==> src/rtl/hazard_ctl_p.sv <==
// rtl/hazard_ctl_p.sv - hazard and forwarding controller over a DEPTH-slot destination scoreboard
// Optional feature: define HZ_PERF_EN for saturating stall/flush performance counters.
module hazard_ctl_p #(
    parameter int REG_AW     = 5,
    parameter int DEPTH      = 3,
    parameter int LOAD_STAGE = 2,
    parameter int FW         = $clog2(DEPTH + 1)
) (
    input  logic              clk,
    input  logic              pcrst,
    input  logic              id_valid,
    input  logic [REG_AW-1:0] id_rs,
    input  logic [REG_AW-1:0] id_rt,
    input  logic              id_use_rs,
    input  logic              id_use_rt,
    input  logic              id_wreg,
    input  logic [REG_AW-1:0] id_wr,
    input  logic              id_load,
    input  logic              br_taken,
    output logic [FW-1:0]     fwd_a,
    output logic [FW-1:0]     fwd_b,
    output logic              stall,
    output logic              flush
`ifdef HZ_PERF_EN
    ,
    output logic [31:0]       stall_cnt,
    output logic [31:0]       flush_cnt
`endif
);

    logic [DEPTH:1]    s_v;
    logic [DEPTH:1]    s_wreg;
    logic [DEPTH:1]    s_load;
    logic [REG_AW-1:0] s_rd [1:DEPTH];
    logic              haz_a;
    logic              haz_b;

    // Scan oldest to youngest so the youngest matching slot wins.
    always_comb begin
        fwd_a = '0;
        fwd_b = '0;
        haz_a = 1'b0;
        haz_b = 1'b0;
        for (int k = DEPTH; k >= 1; k--) begin
            if (id_use_rs && s_v[k] && s_wreg[k] && (s_rd[k] == id_rs) && (id_rs != '0)) begin
                fwd_a = FW'(k);
                haz_a = s_load[k] && (k < LOAD_STAGE);
            end
            if (id_use_rt && s_v[k] && s_wreg[k] && (s_rd[k] == id_rt) && (id_rt != '0)) begin
                fwd_b = FW'(k);
                haz_b = s_load[k] && (k < LOAD_STAGE);
            end
        end
    end

    assign flush = br_taken;
    assign stall = id_valid && !br_taken && (haz_a || haz_b);

    always_ff @(posedge clk or negedge pcrst) begin
        if (!pcrst) begin
            s_v    <= '0;
            s_wreg <= '0;
            s_load <= '0;
            for (int k = 1; k <= DEPTH; k++) begin
                s_rd[k] <= '0;
            end
        end else begin
            for (int k = DEPTH; k >= 2; k--) begin
                s_v[k]    <= s_v[k-1];
                s_wreg[k] <= s_wreg[k-1];
                s_load[k] <= s_load[k-1];
                s_rd[k]   <= s_rd[k-1];
            end
            s_v[1]    <= id_valid && !stall && !flush;
            s_wreg[1] <= id_wreg;
            s_rd[1]   <= id_wr;
            s_load[1] <= id_load;
        end
    end

`ifdef HZ_PERF_EN
    always_ff @(posedge clk or negedge pcrst) begin
        if (!pcrst) begin
            stall_cnt <= '0;
            flush_cnt <= '0;
        end else begin
            if (stall && (stall_cnt != '1)) begin
                stall_cnt <= stall_cnt + 32'd1;
            end
            if (flush && (flush_cnt != '1)) begin
                flush_cnt <= flush_cnt + 32'd1;
            end
        end
    end
`endif

endmodule

==> config.mk <==
export PLATFORM = sky130hd
export DESIGN_NAME = hazard_ctl_p
export DESIGN_NICKNAME = d
export VERILOG_FILES = /design/src/rtl/hazard_ctl_p.sv
export SDC_FILE = /design/constraint.sdc
export NUM_CORES = 1
export LEC_CHECK = 0
export ABC_AREA = 1
export CAP_MARGIN = 15
export CORE_UTILIZATION = 50
export CTS_BUF_LIST = sky130_fd_sc_hd__clkbuf_4
export DETAILED_ROUTE_END_ITERATION = 6
export PLACE_DENSITY_LB_ADDON = 0.3
export SYNTH_ARGS = -nofsm -noshare
export SYNTH_HDL_FRONTEND = slang
export SYNTH_SLANG_ARGS = --single-unit
==> constraint.sdc <==
create_clock -name clk -period 1.6 [get_ports clk]
set_clock_uncertainty 0.2 [all_clocks]
set_input_delay 0.24 -clock clk [delete_from_list [all_inputs] [get_ports clk]]
set_output_delay 0.24 -clock clk [all_outputs]
set_load 0.1 [all_outputs]
* Word-level counts from Yosys, hierarchy flattened
Index checks and enable logic that the tools add are counted.
Operators by class: magnitude comparators 0, shift operators 0, divide/modulo/power cells 0, equal/unequal tests 6, add/subtract/negate cells 0, bitwise operators 0, reduce and logical (&&, ||, !) cells 33, multiply operators 0, muxes and demuxes 8
Operators by type and width (number):
- $eq A5 B5 Y1 | 6
- $logic_and A1 B1 Y1 | 28
- $mux W2 | 6
- $reduce_bool A5 Y1 | 2
- $logic_not A1 Y1 | 2
- $mux W1 | 2
- $logic_or A1 B1 Y1 | 1
Word-level totals: bits in latches 0, output and inout bits 6, memories kept 0, flip-flop bits (word level) 22, memory bits (read-only) 0, memory bits (writable) 0, input bits 23, logic and storage cells 53

* Depth between registers and ports, before layout
word-level depth 10, depth in mapped cells 9, depth with buffers taken out 9

* Least setup slack after synthesis
OpenSTA, ideal clock, no wires.
kind reg-to-output, start register s_rd[5] (netlist bit), end output port fwd_b[1], required time 1160 ps, arrival 2240 ps, buffers on the path 0, path slack -1080 ps, cell stages (with the launch flop) 6, cell sequence dfrtp_1 > xnor2_1 > nand2_1 > nor2_1 > nand2_1 > a21oi_1
Between the ends: cells in the longest elaborated chain, start to end 5
Ends and longest elaborated chain:
- from (decl) | RTL line 34 | logic [REG_AW-1:0] s_rd [1:DEPTH];
- from (signal, indexed assignment) | RTL line 72 | s_rd[k] <= s_rd[k-1];
- $eq A5 B5 Y1 | RTL line 49 | if (id_use_rt && s_v[k] && s_wreg[k] && (s_rd[k] == id_rt) && (id_rt != '0)) begin
- $logic_and A1 B1 Y1 (2 in a row) | RTL line 49
- $mux W2 (2 in a row) | RTL line 49
- to (decl) | RTL line 21 | output logic [FW-1:0] fwd_b,
No other way between the ends.

* Final worst setup path
start register s_rd[13] (netlist bit), end output port stall
Between the ends: cells in the longest elaborated chain, start to end 6, elaborated cells on any way between the ends 10, those cells by class 2 x eq/ne; 2 x mux; 6 x reduce/logical
Ends and longest elaborated chain:
- $eq A5 B5 Y1 (on tied branches) | RTL line 45, 49
- $logic_and A1 B1 Y1 (on tied branches) (2 in a row) | RTL line 45, 49
- $mux W1 (on tied branches) | RTL line 45, 49
- $logic_or A1 B1 Y1 (*) | RTL line 57 | assign stall = id_valid && !br_taken && (haz_a || haz_b);
- $logic_and A1 B1 Y1 (*) | RTL line 57
- to (decl) | RTL line 22 | output logic stall,
Every way passes the cells marked *; elsewhere a longest branch is shown, timed or not.

==> impl_metrics.env <==
export IMPL_pwr_share_seq_pct=55.7
export IMPL_startpoint="s_rd[13]$_DFF_PN0_"
export IMPL_avgSynthCellArea_um2=8.18
export IMPL_grt_pass1_wl_um=4460
export IMPL_drt_iter0_drc=18
export IMPL_grt_pass1_vias=998
export IMPL_switchingPower_w=0.000312
export IMPL_synth_nets=166
export IMPL_rsz0062_at_grt="yes"
export IMPL_path_max_fanout=4
export IMPL_gp_congestion=0.845
export IMPL_antenna_found_initial=0
export IMPL_clock_fmax_ghz=0.465
export IMPL_path_clk_slew_ns=0.11
export IMPL_pin_count=29
export IMPL_diodes=0
export IMPL_finalCritPeriodShare_pct=134
export IMPL_worstSetupEndpointType="output pin"
export IMPL_tns_ns=-2.38
export IMPL_areaGrowthSynthToFinish_pct=43.6
export IMPL_startpoint_type="register"
export IMPL_overflow=0
export IMPL_num_rows=17
export IMPL_path_depth=8
export IMPL_max_cap_violations=0
export IMPL_cp_top_family="simple AND/OR/NAND/NOR gates"
export IMPL_place_hpwl_um=2120
export IMPL_io_buffers=28
export IMPL_relSlewSlack_pct=81.5
export IMPL_h_tree_depth=1
export IMPL_cts_root_buf="clkbuf_4"
export IMPL_wl_per_cell_um=12.5
export IMPL_tightest_slew_ns=0.277
export IMPL_yosys_warnings=0
export IMPL_r2r_start="s_rd[13]$_DFF_PN0_"
export IMPL_drive_gt1_share_pct=24.7
export IMPL_cp_slowest_cell="dfrtp_2"
export IMPL_clkPwrFrac_pct=23.0
export IMPL_grtUsageTotal_pct=24.0
export IMPL_core_area_um2=2210
export IMPL_worstSkewPairLatency_ns=0.31
export IMPL_critPathMaxStageDelay_ns=0.48
export IMPL_syn_instance_count=143
export IMPL_setup_viol=5
export IMPL_num_vias=1022
export IMPL_fin_nets=202
export IMPL_start_util_pct=52.9
export IMPL_synth_area_leader_cell="dfrtp_1"
export IMPL_crit_arrival_ns=1.71
export IMPL_clock_sinks=22
export IMPL_maxSlewViolCount=0
export IMPL_netlist_area_um2=1170
export IMPL_violations="setup timing"
export IMPL_routed_wl_um=2580
export IMPL_yosysSeqAreaShare_pct=47.1
export IMPL_dr_pass1_iters=4
export IMPL_die_area_um2=2540
export IMPL_p_comb_share_pct=21.4
export IMPL_worstPathRequired_ns=1.16
export IMPL_via_per_inst=4.96
export IMPL_switching_share_pct=28.3
export IMPL_worst_path_buf_inv=1
export IMPL_numCtsBuffers=3
export IMPL_finalWorstSetupSlack_ns=-0.549
export IMPL_rr_worst_depth=6
export IMPL_yosys_area_top_type_share_pct=47.1
export IMPL_fin_crit_ns=2.15
export IMPL_r2r_end="s_v[1]$_DFF_PN0_"
export IMPL_die_h_um=50.4
export IMPL_final_hold_violation_count=0
export IMPL_cts_path_max_buffers=2
export IMPL_internal_power_w=0.000788
export IMPL_ys_ff_latch=22
export IMPL_ant_nets=0
export IMPL_crit_type="reg2out"
export IMPL_placed_cell_area_um2=1610
export IMPL_ys_types=19
export IMPL_drc=0
export IMPL_reg2reg_slack_ns=0.20
export IMPL_outcome="finished with violations"
export IMPL_die_width_um=50.4
export IMPL_cts_tree="done"
export IMPL_ir_drop_mv=0.608
export IMPL_worstSetupEndpoint="stall"
export IMPL_p_leak_nw=0.778
export IMPL_synth_area_leaders="dfrtp_1 47%, nand2_1 13%, xnor2_1 12%"
export IMPL_crit_chain="xnor2_2, nand2_1, nor2_1, nand2_1, nand2_2, nand2_2, nor2_4, buf_12"
export IMPL_grt_max_degree=23
export IMPL_powerDensity_nw_per_um2=654
export IMPL_hold_path_class="in2async"
export IMPL_stdcell_area_um2=1680
export IMPL_power_w=0.00110
how the worst min path moves through the flow:
| stage | endpoint | slack [ns] |
|---|---|---|
| after floorplan | s_load[1]$_DFF_PN0_ | -0.26 |
| after global placement | s_v[2]$_DFF_PN0_ | 0.16 |
| after detailed placement | s_wreg[2]$_DFF_PN0_ | 0.16 |
| after CTS | s_wreg[3]$_DFF_PN0_ | 0.07 |
| after global routing | s_rd[0]$_DFF_PN0_ | 0.07 |
| final | s_rd[7]$_DFF_PN0_ | 0.06 |
power by group through the flow:
stage	registers, W	logic, W	clock network [W]
6_report	0.000612	0.000235	0.000252
5_1_grt	0.000616	0.000257	0.000288
4_1_cts	0.000610	0.000221	0.000261
3_5_place_dp	0.000621	0.000228	0
3_3_place_gp	0.000620	0.000219	0
2_1_floorplan	0.000615	0.000116	0
worst register-to-register path, stage by stage (launching register included):
cell and delay, ns:
dfrtp_2 0.48, xnor2_2 0.15, nand2_1 0.08, nor2_1 0.12, nand2_1 0.12, nand2_2 0.10
a21oi_1 0.06
stage by stage:
step	instances	setup WS (ns)	utilization [%]	hold WS (ns)
after floorplan	143	-0.232	-	-0.256
after global placement	202	-0.569	72.6	0.158
after detailed placement	202	-0.583	72.6	0.160
after CTS	206	-0.540	73.7	0.0698
after global routing	206	-0.603	76.0	0.0748
final	206	-0.549	76.0	0.0613
kinds of logic (layout without fill, tap and decap cells):
logic type | count (synthesis) | in the layout | synth area share, %
AOI/OAI and AO/OA | 4 | 4 | 1.92
xor gates and xnor gates | 22 | 22 | 16.5
buffers and inverters | 21 | 56 | 7.06
DFF | 22 | 22 | 47.1
and+or+nand+nor | 74 | 74 | 27.5
what timing repair did:
| item | CTS | global route |
|---|---|---|
| gates resized for setup | 14 | 14 |
| hold buffers | 0 | 0 |
| buffers inserted | 0 | 0 |
| endpoints found under the setup margin | 5 | 5 |
| pin swaps | 5 | 9 |
cell usage in the layout (no fill, tap or decap), drive strengths merged:
cell,instances
clkdlybuf4s50,11
xor2,6
nor2,18
xnor2,16
a21oi,3
or2,1
clkbuf,3
dfrtp,22
nor3,3
dlygate4sd2,11
nand2,42
nand4,2
clkinv,1
buf,10
nand3b,1
inv,20
nand3,7
a21boi,1
Yosys cell counts:
| cell | instances |
|---|---|
| nor3_1 | 2 |
| nand4_1 | 2 |
| nor2_1 | 16 |
| a21boi_1 | 1 |
| nand3b_1 | 1 |
| nand2_2 | 2 |
| inv_2 | 4 |
| nand3_1 | 6 |
| or2_0 | 1 |
| xor2_1 | 6 |
| dfrtp_1 | 22 |
| nor2_2 | 2 |
| buf_4 | 1 |
| nand2_1 | 40 |
| nor3_2 | 1 |
| inv_1 | 16 |
| nand3_2 | 1 |
| xnor2_1 | 16 |
| a21oi_1 | 3 |
cell type report:
| type | count | area [um2] |
|---|---|---|
| Fill cell | 173 | 532 |
| Multi-Input combinational cell | 100 | 636 |
| Tap cell | 28 | 35.0 |
| Inverter | 20 | 75.1 |
| Clock buffer | 3 | 22.5 |
| Sequential cell | 22 | 552 |
| Clock inverter | 1 | 3.75 |
| Timing Repair Buffer | 32 | 357 |
sequential cells by signal (all words and copies together), names as in the netlist:
register  cells
s_rd         15
s_load        1
s_wreg        3
s_v           3
per-layer routing:
layer,GRT usage [%],vias up,wire [um]
met1,30.0,490,1100
li1,-,501,-
met5,0,-,0
met2,42.4,27,1340
met4,8.33,0,39
met3,2.73,4,100
Power figures use the tool's default switching activity.
